### src/rtl/vga_sync_ctrl.sv
// vga_sync_ctrl: raster timing controller (hsync/vsync, address enables, pixel/line indices, frame strobe).
// Latency: all outputs are flops that show the new counter position in the cycle right after the tick edge.
// Backpressure: none; the counters advance only on clk edges with i_px_clk=1, and i_sclr has priority.
//
// Ports:
//   clk          system clock
//   i_sclr       synchronous active-high clear (to the last position of the frame)
//   i_px_clk     one-clk-wide pixel tick enable
//   o_hsync      horizontal sync, active low
//   o_vsync      vertical sync, active low
//   o_haddr_enb  horizontal counter in the active phase
//   o_vaddr_enb  vertical counter in the active phase
//   o_hidx       active pixel index, 0 outside the active phase
//   o_vidx       active line index, 0 outside the active phase
//   o_frame_en   one-clk strobe at the start of vertical blanking
module vga_sync_ctrl #(
  parameter int H_ACTIVE = 640,
  parameter int H_FP     = 16,
  parameter int H_SYNC   = 96,
  parameter int H_BP     = 48,
  parameter int V_ACTIVE = 480,
  parameter int V_FP     = 10,
  parameter int V_SYNC   = 2,
  parameter int V_BP     = 33
) (
  input  logic       clk,
  input  logic       i_sclr,
  input  logic       i_px_clk,
  output logic       o_hsync,
  output logic       o_vsync,
  output logic       o_haddr_enb,
  output logic       o_vaddr_enb,
  output logic [9:0] o_hidx,
  output logic [8:0] o_vidx,
  output logic       o_frame_en
);

  localparam int H_TOTAL = H_ACTIVE + H_FP + H_SYNC + H_BP;
  localparam int V_TOTAL = V_ACTIVE + V_FP + V_SYNC + V_BP;

  // Last count value of each phase.
  localparam logic [9:0] H_ACT_END = 10'(H_ACTIVE - 1);
  localparam logic [9:0] H_FP_END  = 10'(H_ACTIVE + H_FP - 1);
  localparam logic [9:0] H_SYN_END = 10'(H_ACTIVE + H_FP + H_SYNC - 1);
  localparam logic [9:0] H_LAST    = 10'(H_TOTAL - 1);
  localparam logic [9:0] V_ACT_END = 10'(V_ACTIVE - 1);
  localparam logic [9:0] V_FP_END  = 10'(V_ACTIVE + V_FP - 1);
  localparam logic [9:0] V_SYN_END = 10'(V_ACTIVE + V_FP + V_SYNC - 1);
  localparam logic [9:0] V_LAST    = 10'(V_TOTAL - 1);

  typedef enum logic [1:0] {H_ACT, H_FRONT, H_SYN, H_BACK} h_state_t;
  typedef enum logic [1:0] {V_ACT, V_FRONT, V_SYN, V_BACK} v_state_t;

  h_state_t   h_state, h_state_nxt;
  v_state_t   v_state, v_state_nxt;
  logic [9:0] hcnt, hcnt_nxt;
  logic [9:0] vcnt, vcnt_nxt;
  logic       h_wrap;
  logic       v_wrap;
  logic       frame_set;

  assign h_wrap = (hcnt == H_LAST);
  assign v_wrap = (vcnt == V_LAST);

  // Next-state logic: everything holds unless this edge carries a pixel tick.
  always_comb begin
    h_state_nxt = h_state;
    v_state_nxt = v_state;
    hcnt_nxt    = hcnt;
    vcnt_nxt    = vcnt;
    frame_set   = 1'b0;

    if (i_px_clk) begin
      hcnt_nxt = h_wrap ? 10'd0 : hcnt + 10'd1;

      case (h_state)
        H_ACT:   if (hcnt == H_ACT_END) h_state_nxt = H_FRONT;
        H_FRONT: if (hcnt == H_FP_END)  h_state_nxt = H_SYN;
        H_SYN:   if (hcnt == H_SYN_END) h_state_nxt = H_BACK;
        H_BACK:  if (h_wrap)            h_state_nxt = H_ACT;
        default:                        h_state_nxt = H_BACK;
      endcase

      // The vertical side only moves on the line wrap.
      if (h_wrap) begin
        vcnt_nxt = v_wrap ? 10'd0 : vcnt + 10'd1;

        case (v_state)
          V_ACT:   if (vcnt == V_ACT_END) v_state_nxt = V_FRONT;
          V_FRONT: if (vcnt == V_FP_END)  v_state_nxt = V_SYN;
          V_SYN:   if (vcnt == V_SYN_END) v_state_nxt = V_BACK;
          V_BACK:  if (v_wrap)            v_state_nxt = V_ACT;
          default:                        v_state_nxt = V_BACK;
        endcase

        // Last pixel of the last active line: blanking starts on this edge.
        frame_set = (vcnt == V_ACT_END);
      end
    end
  end

  // State registers. Outputs are decoded from the next state so that the
  // registered outputs line up with the registered counters.
  always_ff @(posedge clk) begin
    if (i_sclr) begin
      hcnt        <= H_LAST;
      vcnt        <= V_LAST;
      h_state     <= H_BACK;
      v_state     <= V_BACK;
      o_hsync     <= 1'b1;
      o_vsync     <= 1'b1;
      o_haddr_enb <= 1'b0;
      o_vaddr_enb <= 1'b0;
      o_hidx      <= 10'd0;
      o_vidx      <= 9'd0;
      o_frame_en  <= 1'b0;
    end else begin
      hcnt        <= hcnt_nxt;
      vcnt        <= vcnt_nxt;
      h_state     <= h_state_nxt;
      v_state     <= v_state_nxt;
      o_hsync     <= (h_state_nxt != H_SYN);
      o_vsync     <= (v_state_nxt != V_SYN);
      o_haddr_enb <= (h_state_nxt == H_ACT);
      o_vaddr_enb <= (v_state_nxt == V_ACT);
      o_hidx      <= (h_state_nxt == H_ACT) ? hcnt_nxt : 10'd0;
      o_vidx      <= (v_state_nxt == V_ACT) ? vcnt_nxt[8:0] : 9'd0;
      // Strobe is rebuilt every edge, so it self-clears on the next clk.
      o_frame_en  <= frame_set;
    end
  end

endmodule

### config.mk
export PLATFORM = sky130hd
export DESIGN_NAME = vga_sync_ctrl
export DESIGN_NICKNAME = d
export VERILOG_FILES = /design/src/rtl/vga_sync_ctrl.sv
export SDC_FILE = /design/constraint.sdc
export NUM_CORES = 1
export LEC_CHECK = 0
export ABC_AREA = 1
export CAP_MARGIN = 20
export CORE_ASPECT_RATIO = 0.8
export CORE_MARGIN = 2
export CORE_UTILIZATION = 35
export CTS_BUF_LIST = sky130_fd_sc_hd__clkbuf_4
export CTS_CLUSTER_SIZE = 16
export DETAILED_ROUTE_END_ITERATION = 8
export SLEW_MARGIN = 0
export SYNTH_ARGS = -nofsm -noshare
export SYNTH_HDL_FRONTEND = slang
export SYNTH_SLANG_ARGS = --single-unit
### constraint.sdc
create_clock -name clk -period 1.8 [get_ports clk]
set_input_delay 0.36 -clock clk [delete_from_list [all_inputs] [get_ports clk]]
set_output_delay 0.36 -clock clk [all_outputs]
set_load 0.005 [all_outputs]
# [Word level (Yosys, flattened, before mapping)]
# Cells that the tools add are included.
[word_totals] out_inout_bits=24 memories=0 in_bits=3 word_cells=60 ramBits=0 mem_bits_ro=0 register_bits=48 latch_bits=0
[classes] mux=18 n_lt_le_gt_ge=0 div_mod_pow=0 mul=0 eq_ne=16 n_reduce_logical=8 shift=0 n_bitwise=4 add_sub_neg=2
[op_table] cell="$eq 10x10->1 const B" count=5
[op_table] cell="$eq 10x9->1 const B" count=3
[op_table] cell="$mux 10" count=3
[op_table] cell="$mux 2" count=11
[op_table] cell="$add 10x1->10 const B" count=2
[op_table] cell="$mux 9" count=2
[op_table] cell="$pmux 2 s4" count=2
[op_table] cell="$eq 2x2->1 const B" count=4
[op_table] cell="$logic_not 2->1" count=4
[op_table] cell="$eq 2x1->1 const B" count=2
[op_table] cell="$ne 2x2->1 const B" count=2
[op_table] cell="$not 1->1" count=4
[op_table] cell="$reduce_or 2->1" count=2
[op_table] cell="$reduce_or 3->1" count=1
[op_table] cell="$reduce_and 2->1" count=1

# [Depth between registers and ports, before layout]
[depth] depth_word=8 mapped_depth=11 depth_no_buf=11

# [Worst setup path after synthesis]
# No wires, ideal clock.
[synth_path] path_type="reg2reg" from="register hcnt[0]" to="register o_hidx[7]" path_slack_ps=231 synth_period_minus_slack_ps=1569 t_required_ps=1678 stages_incl_launch_ff=10 setup_ps=122 arrival_ps=1447 path_cell_list="dfxtp_1 ha_1 inv_1 nor2_2 nand3_1 o21ai_0 nand2_2 nand3_2 buf_6 nor2_2"
[synth_between] elab_chain_len=7 word_cells_on_any_way=16 cone_classes="add/sub (1); eq/ne (4); mux (8); bitwise (1); reduce/logical (2)"
[synth_rtl] item="start, declared" line="56" source="logic [9:0] hcnt, hcnt_nxt;"
[synth_rtl] item="start signal, assigned" line="118" source="hcnt <= hcnt_nxt;"
[synth_rtl] item="$eq 10x10->1, on equally long branches"
[synth_rtl] item="$mux 2, on equally long branches"
[synth_rtl] item="$pmux 2 s4" line="76" source="case (h_state)"
[synth_rtl] item="$mux 2" line="73" source="if (i_px_clk) begin"
[synth_rtl] item="$logic_not 2->1" line="126" source="o_hidx <= (h_state_nxt == H_ACT) ? hcnt_nxt : 10'd0;"
[synth_rtl] item="$not 1->1 (no source line)"
[synth_rtl] item="$reduce_or 2->1 (no source line)"
[synth_rtl] item="end signal, assigned" line="126"
[synth_rtl] item="end, declared" line="33" source="output logic [9:0] o_hidx,"
# Several ways; a longest one is shown, not always the timed one.
# A chain may end at the register's enable or synchronous reset.

# [Worst setup path in the final report]
[layout_path] from="input i_px_clk" to="register hcnt[6]"
[layout_between] elab_chain_len=1
[layout_rtl] item="start, declared" line="28" source="input logic i_px_clk,"
[layout_rtl] item="$mux 10" line="73"
# Every way passes these cells.

==> results.json <==
{
  "core_area_um2": 5970,
  "area_delta_synth_final_pct": 30.0,
  "r2r_slack_ps": 100,
  "max_freq_mhz": 585,
  "wl_per_cell_um": 12.5,
  "fp.dieW_um": 92.5,
  "clk_latency_ps": 360,
  "grt_pass1_vias": 1613,
  "die_area_um2": 6920,
  "overflow": 0,
  "h-tree-depth": 2,
  "yosysUniqueCellTypes": 32,
  "hold_class": "reg2reg",
  "hpwlAfterDp_um": 3820,
  "cts_tree": "done",
  "finalWeightedCongestion": 0.929,
  "synth_seq_cells": 48,
  "synth_edf_count": 0,
  "cp.required_ps": 2060,
  "grt_pass1_wl_um": 8250,
  "placed_area_um2": 2720,
  "tightest_slew_ps": 356,
  "p_total_mw": 2.57,
  "yosys_warnings": 0,
  "grtUsageTotal_pct": 15.5,
  "final_util_pct": 47.8,
  "slew-limit-headroom_pct": 76.0,
  "clockBufferDepth": 2,
  "cts_hold_buf": 0,
  "synth_nets": 282,
  "synth_ff_type": "dfxtp_1",
  "antenna_found_initial": 0,
  "async_flop_share_pct": 0,
  "design_area_um2": 2850,
  "p_leak_nw": 1.24,
  "diodes": 0,
  "initial_utilization_pct": 36.7,
  "final_hold_viol_count": 0,
  "irDropWorstVdd_uv": 321,
  "endpoint_kind": "flop",
  "power-per-cell-area_nw_per_um2": 900,
  "drtIter0Drc": 179,
  "num_io_pins": 27,
  "clkTransAtPathRegs_ps": 130,
  "wl_um": 5160,
  "nNetsFinal": 339,
  "crit_type": "in2reg",
  "arrival_ps": 1970,
  "finalSetupViolations": 0,
  "drc_errors": 0,
  "layout.cells.non_filler": 413,
  "timing.final.crit_period_ps": 1710,
  "reg2reg_from": "hcnt[0]$_SDFF_PP1_",
  "num_rows": 25,
  "pre_cts_slack_ps": -279,
  "slew_violations": 0,
  "final_antenna_net_count": 0,
  "grt_max_degree": 15,
  "critical_path.endpoint": "hcnt[6]$_SDFF_PP0_",
  "worst_setup_path_start_kind": "input pin",
  "maxCapViolCount": 0,
  "outcome": "complete, no violations",
  "port_buffers": 26,
  "layout_common_cells": "nand2_1, dfxtp_1, nor2_1",
  "syn_avg_cell_area_um2": 7.98,
  "final_common_cell": "nand2_1",
  "cts_buffers": 5,
  "crit_path_start": "i_px_clk",
  "fin_ws_ps": 89.6,
  "rsz0062_at_grt": "true",
  "root_buffer": "clkbuf_4",
  "min_period_over_period_pct": 95.0,
  "dpl.cell_count": 402,
  "drt_first_pass_iters": 4,
  "critPathMaxFanout": 4,
  "cts_sinks": 48,
  "vias": 1863,
  "vias_per_cell": 4.51,
  "drive_gt1_share_pct": 26.5,
  "netlist_instances": 275,
  "regToRegEndpoint": "hcnt[6]$_SDFF_PP0_",
  "syn_area_um2": 2190,
  "ys_seq_area_share_pct": 43.8,
  "r2r_cells": 9,
  "clock-skew-final_ps": 9.52,
  "chipHeight_um": 74.8
}
-- per-layer routing --
metal	up-vias	share of wire (%)	global-route usage [%]
met1	807	55	25.0
met2	60	38	20.1
met3	4	6.0	3.00
met4	0	1.0	4.98
li1	992	-	-
met5	-	0	0
-- flip-flops by register name, summed over array words and instances (netlist names) --
register	count
o_hidx	10
o_haddr_enb	1
v_state	2
hcnt	10
h_state	2
o_vsync	1
vcnt	10
o_vidx	9
o_frame_en	1
o_vaddr_enb	1
o_hsync	1
-- Yosys cell counts, types with 4 or more instances --
cell type,n,area (um2)
xor2_1,6,52.6
nor2_1,29,109
dfxtp_1,48,961
nand3_2,5,50.1
nand4_1,10,62.6
inv_1,28,105
nand2_1,52,195
nor2_2,20,125
ha_1,4,50.1
nand3_1,19,95.1
inv_2,8,30.0
o21ai_0,9,45.0
a21oi_1,4,20.0
nor3_1,5,25.0
-- through the flow --
| stage | TNS [ps] | hold slack (ps) |
|---|---|---|
| floorplan | 0 | 439 |
| global placement | -6010 | 561 |
| detailed placement | -7000 | 545 |
| CTS | 0 | 580 |
| global route | -19.8 | 605 |
| finish | 0 | 570 |
-- cells by family (layout without fill, tap and decap cells) --
logic type	after synthesis	after routing	share of synthesized area, %
AOI/OAI and AO/OA	19	19	4.68
buffers and inverters	42	97	7.81
and+or+nand+nor	156	158	39.1
xor gates and xnor gates	6	6	2.39
DFF	48	48	43.8
adders and majority gates	4	4	2.28
-- report_power, final --
| part | switching, mW | internal, mW | leakage [nW] |
|---|---|---|---|
| clock | 0.339 | 0.143 | 0.0271 |
| combinational | 0.538 | 0.326 | 0.819 |
| sequential | 0.0751 | 1.15 | 0.391 |
| total | 0.952 | 1.62 | 1.24 |
-- worst max-delay path: stages --
cell	delay, ps
clkdlybuf4s50_1	600
nand2_4	90
nor2_4	200
buf_4	170
nand2_1	70
xor2_1	280
buf_4	170
nor2_1	30
-- area by class of cell --
| cell class | instances | area (um2) |
|---|---|---|
| clock buffer | 5 | 37.5 |
| clock inverter | 2 | 12.5 |
| timing repair buffer | 52 | 468 |
| inverter | 38 | 148 |
| sequential | 48 | 968 |
| multi-input combinational | 187 | 1120 |
| tap | 81 | 101 |
| fill | 588 | 3120 |
-- repair_timing --
action,in CTS,in global routing
setup buffers,0,2
pin swaps,0,5
gates resized for setup,1,11
gates cloned,0,2
endpoints found under the setup margin,5,32
-- how the worst min path moves through the flow --
stage,from,to,slack (ps),cells past startpoint
floorplan,i_sclr,o_frame_en$_SDFF_PP0_,440,1
global placement,hcnt[1]$_SDFF_PP1_,hcnt[1]$_SDFF_PP1_,560,2
detailed placement,hcnt[1]$_SDFF_PP1_,hcnt[1]$_SDFF_PP1_,540,2
CTS,hcnt[1]$_SDFF_PP1_,hcnt[1]$_SDFF_PP1_,580,2
global route,hcnt[0]$_SDFF_PP1_,hcnt[0]$_SDFF_PP1_,600,2
finish,hcnt[0]$_SDFF_PP1_,hcnt[0]$_SDFF_PP1_,570,2
Power figures use the tool's default switching activity.
